`src/rtl/mt32_pkg.sv`:
```
`default_nettype none
// ============================================================================
// Module   : mt32_pkg
// Purpose  : Shared constants and state encoding for the MT19937 engine.
// Revision : 1.0
// ============================================================================
package mt32_pkg;

    localparam int          MT_N       = 624;
    localparam int          MT_M       = 397;
    localparam logic [31:0] MATRIX_A   = 32'h9908B0DF;
    localparam logic [31:0] UPPER_MASK = 32'h80000000;
    localparam logic [31:0] TEMPER_B   = 32'h9D2C5680;
    localparam logic [31:0] TEMPER_C   = 32'hEFC60000;
    localparam logic [31:0] INIT_MULT  = 32'd1812433253;

    typedef enum logic [1:0] {
        IDLE   = 2'd0,
        SEED   = 2'd1,
        RUN_RD = 2'd2,
        RUN_WR = 2'd3
    } state_t;

endpackage
`default_nettype wire

```
`src/rtl/mt32_twist_engine_if.sv`:
```
`default_nettype none
// ============================================================================
// Module   : mt32_twist_engine_if
// Purpose  : Seed/output handshakes plus both state-RAM ports of the engine.
//            master = engine side, slave = environment (consumer + RAM).
// Revision : 1.0
// ============================================================================
interface mt32_twist_engine_if #(
    parameter int A_WIDTH = 10,
    parameter int D_WIDTH = 32
);
    logic               seed_valid;
    logic [31:0]        seed;
    logic               seed_ready;
    logic               out_valid;
    logic               out_ready;
    logic [31:0]        out_data;
    logic [A_WIDTH-1:0] ram_addr0;
    logic               ram_en0;
    logic               ram_wen0;
    logic [D_WIDTH-1:0] ram_wdata0;
    logic [D_WIDTH-1:0] ram_rdata0;
    logic [A_WIDTH-1:0] ram_addr1;
    logic               ram_en1;
    logic               ram_wen1;
    logic [D_WIDTH-1:0] ram_wdata1;
    logic [D_WIDTH-1:0] ram_rdata1;

    modport master (
        input  seed_valid, seed, out_ready, ram_rdata0, ram_rdata1,
        output seed_ready, out_valid, out_data,
        output ram_addr0, ram_en0, ram_wen0, ram_wdata0,
        output ram_addr1, ram_en1, ram_wen1, ram_wdata1
    );

    modport slave (
        output seed_valid, seed, out_ready, ram_rdata0, ram_rdata1,
        input  seed_ready, out_valid, out_data,
        input  ram_addr0, ram_en0, ram_wen0, ram_wdata0,
        input  ram_addr1, ram_en1, ram_wen1, ram_wdata1
    );
endinterface
`default_nettype wire

```
`src/rtl/mt32_temper.sv`:
```
`default_nettype none
// ============================================================================
// Module   : mt32_temper
// Purpose  : Combinational MT19937 output tempering (mod 2^32).
// Revision : 1.0
// ============================================================================
module mt32_temper
    import mt32_pkg::*;
(
    input  wire logic [31:0] y_i,
    output logic      [31:0] y_o
);
    logic [31:0] w_s1, w_s2, w_s3;

    assign w_s1 = y_i  ^ (y_i >> 11);
    assign w_s2 = w_s1 ^ ((w_s1 << 7) & TEMPER_B);
    assign w_s3 = w_s2 ^ ((w_s2 << 15) & TEMPER_C);
    assign y_o  = w_s3 ^ (w_s3 >> 18);
endmodule
`default_nettype wire

```
`src/rtl/mt32_twist_engine.sv`:
```
`default_nettype none
// ============================================================================
// Module   : mt32_twist_engine
// Purpose  : MT19937 seeding and twist engine driving a dual-port state RAM;
//            emits one tempered word per twist step on a valid/ready output.
// Revision : 1.0
// ============================================================================
module mt32_twist_engine
    import mt32_pkg::*;
#(
    parameter int A_WIDTH = 10,
    parameter int D_WIDTH = 32
) (
    input  wire logic           clk,
    input  wire logic           rst,
    mt32_twist_engine_if.master bus
);
    localparam logic [A_WIDTH-1:0] C_LAST = A_WIDTH'(MT_N - 1);
    localparam logic [A_WIDTH-1:0] C_M    = A_WIDTH'(MT_M);
    localparam logic [A_WIDTH-1:0] C_WRAP = A_WIDTH'(MT_N - MT_M);

    state_t             state_q, state_d;
    logic [A_WIDTH-1:0] idx_q, idx_d;
    logic [D_WIDTH-1:0] cur_q, cur_d;       // mt[idx] as it was before this pass rewrote it
    logic [D_WIDTH-1:0] p_q, p_d;           // previous seed word during SEED
    logic               out_valid_q, out_valid_d;
    logic [D_WIDTH-1:0] out_data_q, out_data_d;

    logic               w_seed_ready, w_seed_fire;
    logic [A_WIDTH-1:0] w_idx_next, w_idx_far;
    logic [D_WIDTH-1:0] w_seed_word, w_y, w_new, w_tempered;
    logic [A_WIDTH-1:0] w_addr0, w_addr1;
    logic               w_en0, w_wen0, w_en1;
    logic [D_WIDTH-1:0] w_wdata0;

    // Neighbour indices wrap modulo 624 without a divider.
    assign w_idx_next  = (idx_q == C_LAST) ? '0 : idx_q + 1'b1;
    assign w_idx_far   = (idx_q >= C_WRAP) ? idx_q - C_WRAP : idx_q + C_M;

    assign w_seed_ready = (state_q != SEED);
    assign w_seed_fire  = bus.seed_valid & w_seed_ready;

    // Word 0 is the seed itself; later words follow the init_genrand recurrence.
    assign w_seed_word = (idx_q == '0) ? p_q
                       : INIT_MULT * (p_q ^ (p_q >> 30)) + D_WIDTH'(idx_q);

    // Twist: port0 returned mt[idx+1], port1 returned mt[idx+397].
    assign w_y   = (cur_q & UPPER_MASK) | (bus.ram_rdata0 & ~UPPER_MASK);
    assign w_new = bus.ram_rdata1 ^ (w_y >> 1) ^ (w_y[0] ? MATRIX_A : '0);

    mt32_temper u_temper (
        .y_i (w_new),
        .y_o (w_tempered)
    );

    // Next-state, RAM control and output register updates.
    always_comb begin
        state_d     = state_q;
        idx_d       = idx_q;
        cur_d       = cur_q;
        p_d         = p_q;
        out_valid_d = out_valid_q & ~bus.out_ready;
        out_data_d  = out_data_q;
        w_addr0     = '0;
        w_addr1     = '0;
        w_en0       = 1'b0;
        w_wen0      = 1'b0;
        w_en1       = 1'b0;
        w_wdata0    = '0;

        case (state_q)
            SEED: begin
                w_en0    = 1'b1;
                w_wen0   = 1'b1;
                w_addr0  = idx_q;
                w_wdata0 = w_seed_word;
                p_d      = w_seed_word;
                if (idx_q == C_LAST) begin
                    idx_d   = '0;
                    state_d = RUN_RD;
                end else begin
                    idx_d = idx_q + 1'b1;
                end
            end
            RUN_RD: begin
                w_en0   = 1'b1;
                w_en1   = 1'b1;
                w_addr0 = w_idx_next;
                w_addr1 = w_idx_far;
                // Hold off the twist while an unaccepted word is pending.
                if (!(out_valid_q && !bus.out_ready)) begin
                    state_d = RUN_WR;
                end
            end
            RUN_WR: begin
                w_en0       = 1'b1;
                w_wen0      = 1'b1;
                w_addr0     = idx_q;
                w_wdata0    = w_new;
                out_valid_d = 1'b1;
                out_data_d  = w_tempered;
                cur_d       = bus.ram_rdata0;
                idx_d       = w_idx_next;
                state_d     = RUN_RD;
            end
            default: ;
        endcase

        // A seed handshake (IDLE or mid-run) restarts seeding and drops any work in flight.
        if (w_seed_fire) begin
            state_d     = SEED;
            idx_d       = '0;
            p_d         = bus.seed;
            cur_d       = bus.seed;
            out_valid_d = 1'b0;
            out_data_d  = out_data_q;
            w_en0       = 1'b0;
            w_wen0      = 1'b0;
            w_en1       = 1'b0;
        end
    end

    // State and datapath registers with synchronous reset.
    always_ff @(posedge clk) begin
        if (rst) begin
            state_q     <= IDLE;
            idx_q       <= '0;
            cur_q       <= '0;
            p_q         <= '0;
            out_valid_q <= 1'b0;
            out_data_q  <= '0;
        end else begin
            state_q     <= state_d;
            idx_q       <= idx_d;
            cur_q       <= cur_d;
            p_q         <= p_d;
            out_valid_q <= out_valid_d;
            out_data_q  <= out_data_d;
        end
    end

    assign bus.seed_ready = w_seed_ready;
    assign bus.out_valid  = out_valid_q;
    assign bus.out_data   = out_data_q;
    assign bus.ram_addr0  = w_addr0;
    assign bus.ram_en0    = w_en0;
    assign bus.ram_wen0   = w_wen0;
    assign bus.ram_wdata0 = w_wdata0;
    assign bus.ram_addr1  = w_addr1;
    assign bus.ram_en1    = w_en1;
    assign bus.ram_wen1   = 1'b0;
    assign bus.ram_wdata1 = '0;
endmodule
`default_nettype wire
```
`src/flat_wrapper.sv`:
```
// flat-port wrapper written by rule: the top's interface ports become plain ports
module mt32_twist_engine_flat import mt32_pkg::*;
#(
    parameter int A_WIDTH = 10,
    parameter int D_WIDTH = 32
)
  (clk, rst, bus_seed_valid, bus_seed, bus_out_ready, bus_ram_rdata0, bus_ram_rdata1, bus_seed_ready, bus_out_valid, bus_out_data, bus_ram_addr0, bus_ram_en0, bus_ram_wen0, bus_ram_wdata0, bus_ram_addr1, bus_ram_en1, bus_ram_wen1, bus_ram_wdata1);
  mt32_twist_engine_if #(.A_WIDTH(A_WIDTH), .D_WIDTH(D_WIDTH)) bus_i ();
  input  wire logic clk;
  input  wire logic rst;
  input wire logic [$bits(bus_i.seed_valid)-1:0] bus_seed_valid;
  input wire logic [$bits(bus_i.seed)-1:0] bus_seed;
  input wire logic [$bits(bus_i.out_ready)-1:0] bus_out_ready;
  input wire logic [$bits(bus_i.ram_rdata0)-1:0] bus_ram_rdata0;
  input wire logic [$bits(bus_i.ram_rdata1)-1:0] bus_ram_rdata1;
  output wire logic [$bits(bus_i.seed_ready)-1:0] bus_seed_ready;
  output wire logic [$bits(bus_i.out_valid)-1:0] bus_out_valid;
  output wire logic [$bits(bus_i.out_data)-1:0] bus_out_data;
  output wire logic [$bits(bus_i.ram_addr0)-1:0] bus_ram_addr0;
  output wire logic [$bits(bus_i.ram_en0)-1:0] bus_ram_en0;
  output wire logic [$bits(bus_i.ram_wen0)-1:0] bus_ram_wen0;
  output wire logic [$bits(bus_i.ram_wdata0)-1:0] bus_ram_wdata0;
  output wire logic [$bits(bus_i.ram_addr1)-1:0] bus_ram_addr1;
  output wire logic [$bits(bus_i.ram_en1)-1:0] bus_ram_en1;
  output wire logic [$bits(bus_i.ram_wen1)-1:0] bus_ram_wen1;
  output wire logic [$bits(bus_i.ram_wdata1)-1:0] bus_ram_wdata1;
  assign bus_i.seed_valid = bus_seed_valid;
  assign bus_i.seed = bus_seed;
  assign bus_i.out_ready = bus_out_ready;
  assign bus_i.ram_rdata0 = bus_ram_rdata0;
  assign bus_i.ram_rdata1 = bus_ram_rdata1;
  assign bus_seed_ready = bus_i.seed_ready;
  assign bus_out_valid = bus_i.out_valid;
  assign bus_out_data = bus_i.out_data;
  assign bus_ram_addr0 = bus_i.ram_addr0;
  assign bus_ram_en0 = bus_i.ram_en0;
  assign bus_ram_wen0 = bus_i.ram_wen0;
  assign bus_ram_wdata0 = bus_i.ram_wdata0;
  assign bus_ram_addr1 = bus_i.ram_addr1;
  assign bus_ram_en1 = bus_i.ram_en1;
  assign bus_ram_wen1 = bus_i.ram_wen1;
  assign bus_ram_wdata1 = bus_i.ram_wdata1;
  mt32_twist_engine #(.A_WIDTH(A_WIDTH), .D_WIDTH(D_WIDTH)) u_core (.clk(clk), .rst(rst), .bus(bus_i));
endmodule
```
`config.mk`:
```
export PLATFORM = sky130hd
export DESIGN_NAME = mt32_twist_engine_flat
export DESIGN_NICKNAME = d
export VERILOG_FILES = /design/src/rtl/mt32_pkg.sv /design/src/rtl/mt32_twist_engine_if.sv /design/src/rtl/mt32_temper.sv /design/src/rtl/mt32_twist_engine.sv /design/src/flat_wrapper.sv
export SDC_FILE = /design/constraint.sdc
export NUM_CORES = 1
export LEC_CHECK = 0
export CORE_UTILIZATION = 31
export CTS_CLUSTER_DIAMETER = 150
export DETAILED_ROUTE_END_ITERATION = 10
export MAX_ROUTING_LAYER = met4
export PLACE_DENSITY_LB_ADDON = 0.1
export REMOVE_ABC_BUFFERS = 1
export SYNTH_ARGS = -nofsm -noshare
export SYNTH_HDL_FRONTEND = slang
export SYNTH_HIERARCHICAL = 1
export SYNTH_SLANG_ARGS = --single-unit
```
`constraint.sdc`:
```
create_clock -name clk -period 8.21 [get_ports clk]
set_clock_uncertainty 0.1 [all_clocks]
set_input_delay 1.2315 -clock clk [delete_from_list [all_inputs] [get_ports clk]]
set_output_delay 1.2315 -clock clk [all_outputs]
set_load 0.05 [all_outputs]
```
# Yosys cells after proc, flatten, opt, wreduce, memory -nomap -nowiden
# Cells that the tools add are included.
dict set report classes {
  n_addsub 4
  n_mul 1
  n_lt_le_gt_ge 1
  n_eq_ne 9
  mux 22
  n_bitwise 12
  reduce_logical 13
}
# operator n
set ops {}
lappend ops {{32-bit 2-to-1 mux} 6}
lappend ops {{32-bit XOR} 3}
lappend ops {{32-bit case mux with 2 select lines} 1}
lappend ops {{32-bit by 10-bit adder with 32-bit output} 1}
lappend ops {{31-bit by 32-bit multiplier with 32-bit output, first input constant} 1}
lappend ops {{32-bit by 31-bit bitwise OR with 32-bit output} 1}
lappend ops {{32-bit by 14-bit XOR with 32-bit output} 1}
lappend ops {{32-bit by 2-bit XOR with 32-bit output} 1}
lappend ops {{32-bit by 21-bit XOR with 32-bit output} 1}
lappend ops {{32-bit by 31-bit XOR with 32-bit output} 1}
lappend ops {{10-bit 2-to-1 mux} 3}
lappend ops {{10-bit case mux with 2 select lines} 1}
lappend ops {{10-bit by 1-bit adder with 10-bit output, second input constant} 1}
lappend ops {{10-bit by 9-bit adder with 10-bit output, second input constant} 1}
lappend ops {{10-bit == test, second input constant} 1}
lappend ops {{10-bit by 8-bit greater-or-equal comparator with 1-bit output, second input constant} 1}
lappend ops {{10-bit zero test} 1}
lappend ops {{10-bit by 8-bit subtractor with 10-bit output, second input constant} 1}
lappend ops {{1-bit 2-to-1 mux} 8}
lappend ops {{2-bit case mux with 3 select lines} 1}
lappend ops {{3-bit AND reduction} 2}
lappend ops {{2-bit == test, second input constant} 2}
lappend ops {{2-bit 2-to-1 mux} 2}
lappend ops {{2-bit by 1-bit != test with 1-bit output, second input constant} 2}
lappend ops {{other kinds (14)} 18}
dict set report totals {
  reg_bits 109
  inputBits 100
  output_inout_bits 122
  word_cells 69
}

# Depth between registers and ports, before layout
dict set report logic_depth {
  word_depth 7
  ltp_mapped 25
  ltp_nobuf 25
}

# Modules after synthesis
# The synthesis kept the hierarchy.
# mod n_inst cells_each area_per_inst_um2 seq_area_each_um2
set by_module_without_submodules {}
lappend by_module_without_submodules {mt32_twist_engine 1 1536 13325.3 1561.5}
lappend by_module_without_submodules {mt32_temper 1 57 634.4 0.0}

# Worst setup path before layout
# No wires, ideal clock.
dict set report synth_path {
  kind {register to output}
  startpoint {register u_core.p_q[31]}
  endpoint {output bus_ram_wdata0[31]}
  arrival_ps 7285
  required_time_ps 6878
  setup_slack_ps -406
  stages_incl_launch_ff 26
  path_buffers 0
  path_cell_list {dfxtp_1 > xor2_1 > xor2_1 > ha_1 > or2_2 > ha_1 > inv_1 > fa_1 > inv_1 > ha_1 > fa_1 > fa_1 > fa_1 > inv_1 > fa_1 > inv_1 > ha_1 > nand2_1 > o21ai_0 > a21oi_1 > o32a_2 > or2_1 > o2111ai_1 > a21oi_1 > xnor2_1 > o21ai_0}
}
dict set report synth_between {
  elab_chain_len 5
}
# element line
set synth_lines {}
lappend synth_lines {{start: declaration} mt32_twist_engine.sv:25} ;# logic [D_WIDTH-1:0] p_q, p_d;
lappend synth_lines {{start signal: assignment} mt32_twist_engine.sv:136} ;# p_q <= p_d;
lappend synth_lines {{32-bit by 2-bit XOR with 32-bit output} mt32_twist_engine.sv:45} ;# : INIT_MULT * (p_q ^ (p_q >> 30)) + D_WIDTH'(idx_q);
lappend synth_lines {{31-bit by 32-bit multiplier with 32-bit output} mt32_twist_engine.sv:45}
lappend synth_lines {{32-bit by 10-bit adder with 32-bit output} mt32_twist_engine.sv:45}
lappend synth_lines {{32-bit 2-to-1 mux (*)} mt32_twist_engine.sv:44} ;# assign w_seed_word = (idx_q == '0) ? p_q
lappend synth_lines {{32-bit case mux with 2 select lines (*)} mt32_twist_engine.sv:71} ;# case (state_q)
lappend synth_lines {{end: declaration} flat_wrapper.sv:22} ;# output wire logic [$bits(bus_i.ram_wdata0)-1:0] bus_ram_wdata0;
# Mark *: on every way between the ends. The rest lies on a longest branch, timed or not.

# Worst setup path in the final report
dict set report layout_path {
  startpoint {register u_core.p_q[17]}
  endpoint {output bus_ram_wdata0[31]}
}
dict set report layout_between {
  elab_chain_len 5
}
# element line
set layout_lines {}
lappend layout_lines {{32-bit by 2-bit XOR with 32-bit output} mt32_twist_engine.sv:45}
lappend layout_lines {{31-bit by 32-bit multiplier with 32-bit output} mt32_twist_engine.sv:45}
lappend layout_lines {{32-bit by 10-bit adder with 32-bit output} mt32_twist_engine.sv:45}
lappend layout_lines {{32-bit 2-to-1 mux} mt32_twist_engine.sv:44}
lappend layout_lines {{32-bit case mux with 2 select lines} mt32_twist_engine.sv:71}
# Every way passes these cells.

==> reports/qor.yml <==
die_h_um: 214.2
firstDrtPassIters: 5
numPortBuffers: 188
drv_cap: 0
cp.arrival_ns: 6.67
drt-initial-drc-count: 460
cts_hold_buf: 0
antenna_left: 0
maxSlewViolCount: 0
routedWlPerCell_um: 20.11
dieArea_mm2: 0.04588
status: "complete, no violations"
worstPathRequired_ns: 6.88
clock.fmax_mhz: 125.0
synth_top_flop_cell: "dfxtp_1"
path_max_fanout: 4
syn-mean-instance-area_um2: 8.763
dieWidth_um: 214.2
layout_common_cells: "inv_1 (265), ha_1 (223), clkdlybuf4s50_1 (170)"
first_global_vias: 12030
ys_types: 70
clockRootBuffer: "clkbuf_16"
dpl.hpwl_um: 40630
grt_first_pass_wirelength_um: 73380
tns_ns: 0
via_per_inst: 4.712
slowest_stage: "fa_1"
grt_max_degree: 68
h-tree-depth: 3
start_kind: "flip-flop"
grt_use_total_pct: 22.02
final_nets: 2304
crit_start: "u_core/p_q[17]"
cts_sinks: 78
worst-slew-pin-transition_ns: 1.078
cts_tree: "built"
final_common_cell: "inv_1"
drt-total-wl_um: 48390
hp-start: "u_core/bus.out_data[5]"
synth_top_area_share_pct: 21.94
path_clk_slew_ns: 0.07
end_kind: "output pin"
cts_buffer_depth: 2
rows: 77
antenna_found_initial: 1
rr_startpoint: "u_core/p_q[17]"
setup_viol: 0
synth_edf_count: 0
finalCritPeriodShare_pct: 97.44
crit_chain: "ha_1 > ha_4 > fa_1 > inv_1 > fa_1 > inv_1 > fa_1 > fa_1 > fa_1 > inv_1 > fa_1 > inv_1 > ha_1 > buf_4 > nand3_1 > nor2_2 > nand2_1 > o32a_2 > or2_4 > o2111ai_2 > a21oi_2 > xnor2_2 > o21ai_2 > buf_12"
layout_min_cycle_time_ns: 8.000
syn_inst: 1593
grt_overflow: 0
dp.cells: 2382
gp_congestion: 0.8873
area_growth_pct: 25.82
drc_errors: 0
ys_seq_area_share_pct: 11.19
vias: 11340
hold_violations: 0
slowest_delay_ns: 0.53
io-pin-count: 222
synth-seq-cells: 78
initial_core_util_pct: 31.50
synthTopCellsByArea: "fa_1 (22%), ha_1 (22%), dfxtp_1 (11%), inv_1 (7.2%), xnor2_1 (6.7%)"
clk_latency_ns: 0.37
worstHoldPathType: "reg -> reg"
drive_gt1_share_pct: 11.03
instances_no_fill: 2406
cts_made_buffers: 9
fillCellCount: 4583
slew_headroom_pct: 28.13
cpMostUsedCell: "fa_1"
syn_area_mm2: 0.01396
synth_top_area_cell: "fa_1"
async_flop_share_pct: 0
ys.warnings.count: 6
crit_type: "reg -> out"
design.core.area_mm2: 0.04432
[metrics by stage]
stage / hold slack (ns) / setup WS (ns) / instance area [um^2] / util (%)
after floorplan: 0.3825 / -0.4096 / 13580 / -
after global placement: 0.3430 / 0.1830 / 16820 / 37.95
after detailed placement: 0.3474 / 0.1499 / 16820 / 37.95
after CTS: 0.3579 / 0.004386 / 17270 / 38.96
after global routing: 0.3715 / -0.02673 / 17560 / 39.63
final: 0.3553 / 0.2102 / 17560 / 39.63
[final cells by class]
cell class / count / area (um^2) / share of cell area, %
multi-input cells: 1190 / 11350 / 64.64
repair buffers: 261 / 2549 / 14.51
flip-flops and latches: 78 / 1613 / 9.182
inverters: 268 / 1006 / 5.727
well taps: 592 / 740.7 / 4.217
clock buffers: 9 / 225.2 / 1.282
clock inverters: 7 / 75.07 / 0.4274
diodes: 1 / 2.502 / 0.01425
[repair_timing]
item	CTS	global route
setup buffers	3	4
pin swaps	19	38
gates resized for setup	39	48
endpoints found under the setup margin	10	12
cloned	0	0
[cell usage after synthesis (3+ instances only)]
master and count:
xnor3_1 6, o21a_1 6, o211ai_1 9, nand2b_1 4, nand3_1 15, a22o_1 4
ha_1 243, clkbuf_1 47, and3_1 7, a311oi_1 3, mux2_2 9, nor3_1 14
fa_1 153, clkbuf_8 3, o22ai_1 8, inv_1 267, and2_1 10, o21ai_0 49
buf_1 4, nand4_1 4, a21o_1 12, mux2i_1 10, a31o_2 3, a22oi_1 4
a31oi_1 6, or2_2 3, buf_4 34, dfxtp_1 78, a21oi_1 93, a32oi_1 5
nor2_1 81, or3_1 6, xnor2_2 4, a2111oi_0 6, nor2b_1 9, a211oi_1 7
o21bai_1 4, nand2_1 162, o21ai_1 5, xor2_1 49, xnor2_1 107, nor4_1 6
[cells by family (layout without fill, tap and decap cells)]
| kind of cell | count (synthesis) | after routing | share of synthesized area (%) |
|---|---|---|---|
| fa+ha+maj | 396 | 396 | 43.72 |
| buf+inv | 357 | 545 | 10.78 |
| simple gates | 330 | 330 | 10.27 |
| compound gates | 244 | 244 | 11.06 |
| xor+xnor | 168 | 168 | 11.51 |
| flops | 78 | 78 | 11.19 |
| mux | 19 | 19 | 1.443 |
| other cells | 1 | 34 | 0.02686 |
[routing by layer]
metal	GRT usage (%)	share of wire (%)
met1	28.37	47
met2	36.55	49
met3	3.064	2.9
met4	4.810	1.6
met5	-	0
[final timing paths]
check	cells after the start	to	slack [ns]
max	24	bus_ram_wdata0[31]	0.21
min	2	u_core/bus.out_data[5]	0.36
max reg2reg	24	u_core/p_q[31]	1.52
min reg2reg	2	u_core/bus.out_data[5]	0.36
[worst max-delay path: cells and delay by family, from the launching register on]
family | cells | cell delay [ns]
AND/OR/NAND/NOR | 4 | 0.60
flip-flops | 1 | 0.36
buffers and inverters | 6 | 0.48
XOR/XNOR | 1 | 0.17
adder cells (fa/ha/maj) | 9 | 3.77
AO/OA/AOI/OAI | 4 | 0.91
[sequential cells by signal, summed over array words and instances (netlist names)]
register and count:
u_core/bus.out_data 32, u_core/p_q 32, u_core/idx_q 10, u_core/state_q 2
u_core/bus.out_valid 1, u_core/cur_q 1
Power is left out: the tool's default activity adds up to more than one toggle a clock period on the data nets, which glitch-free logic cannot reach.
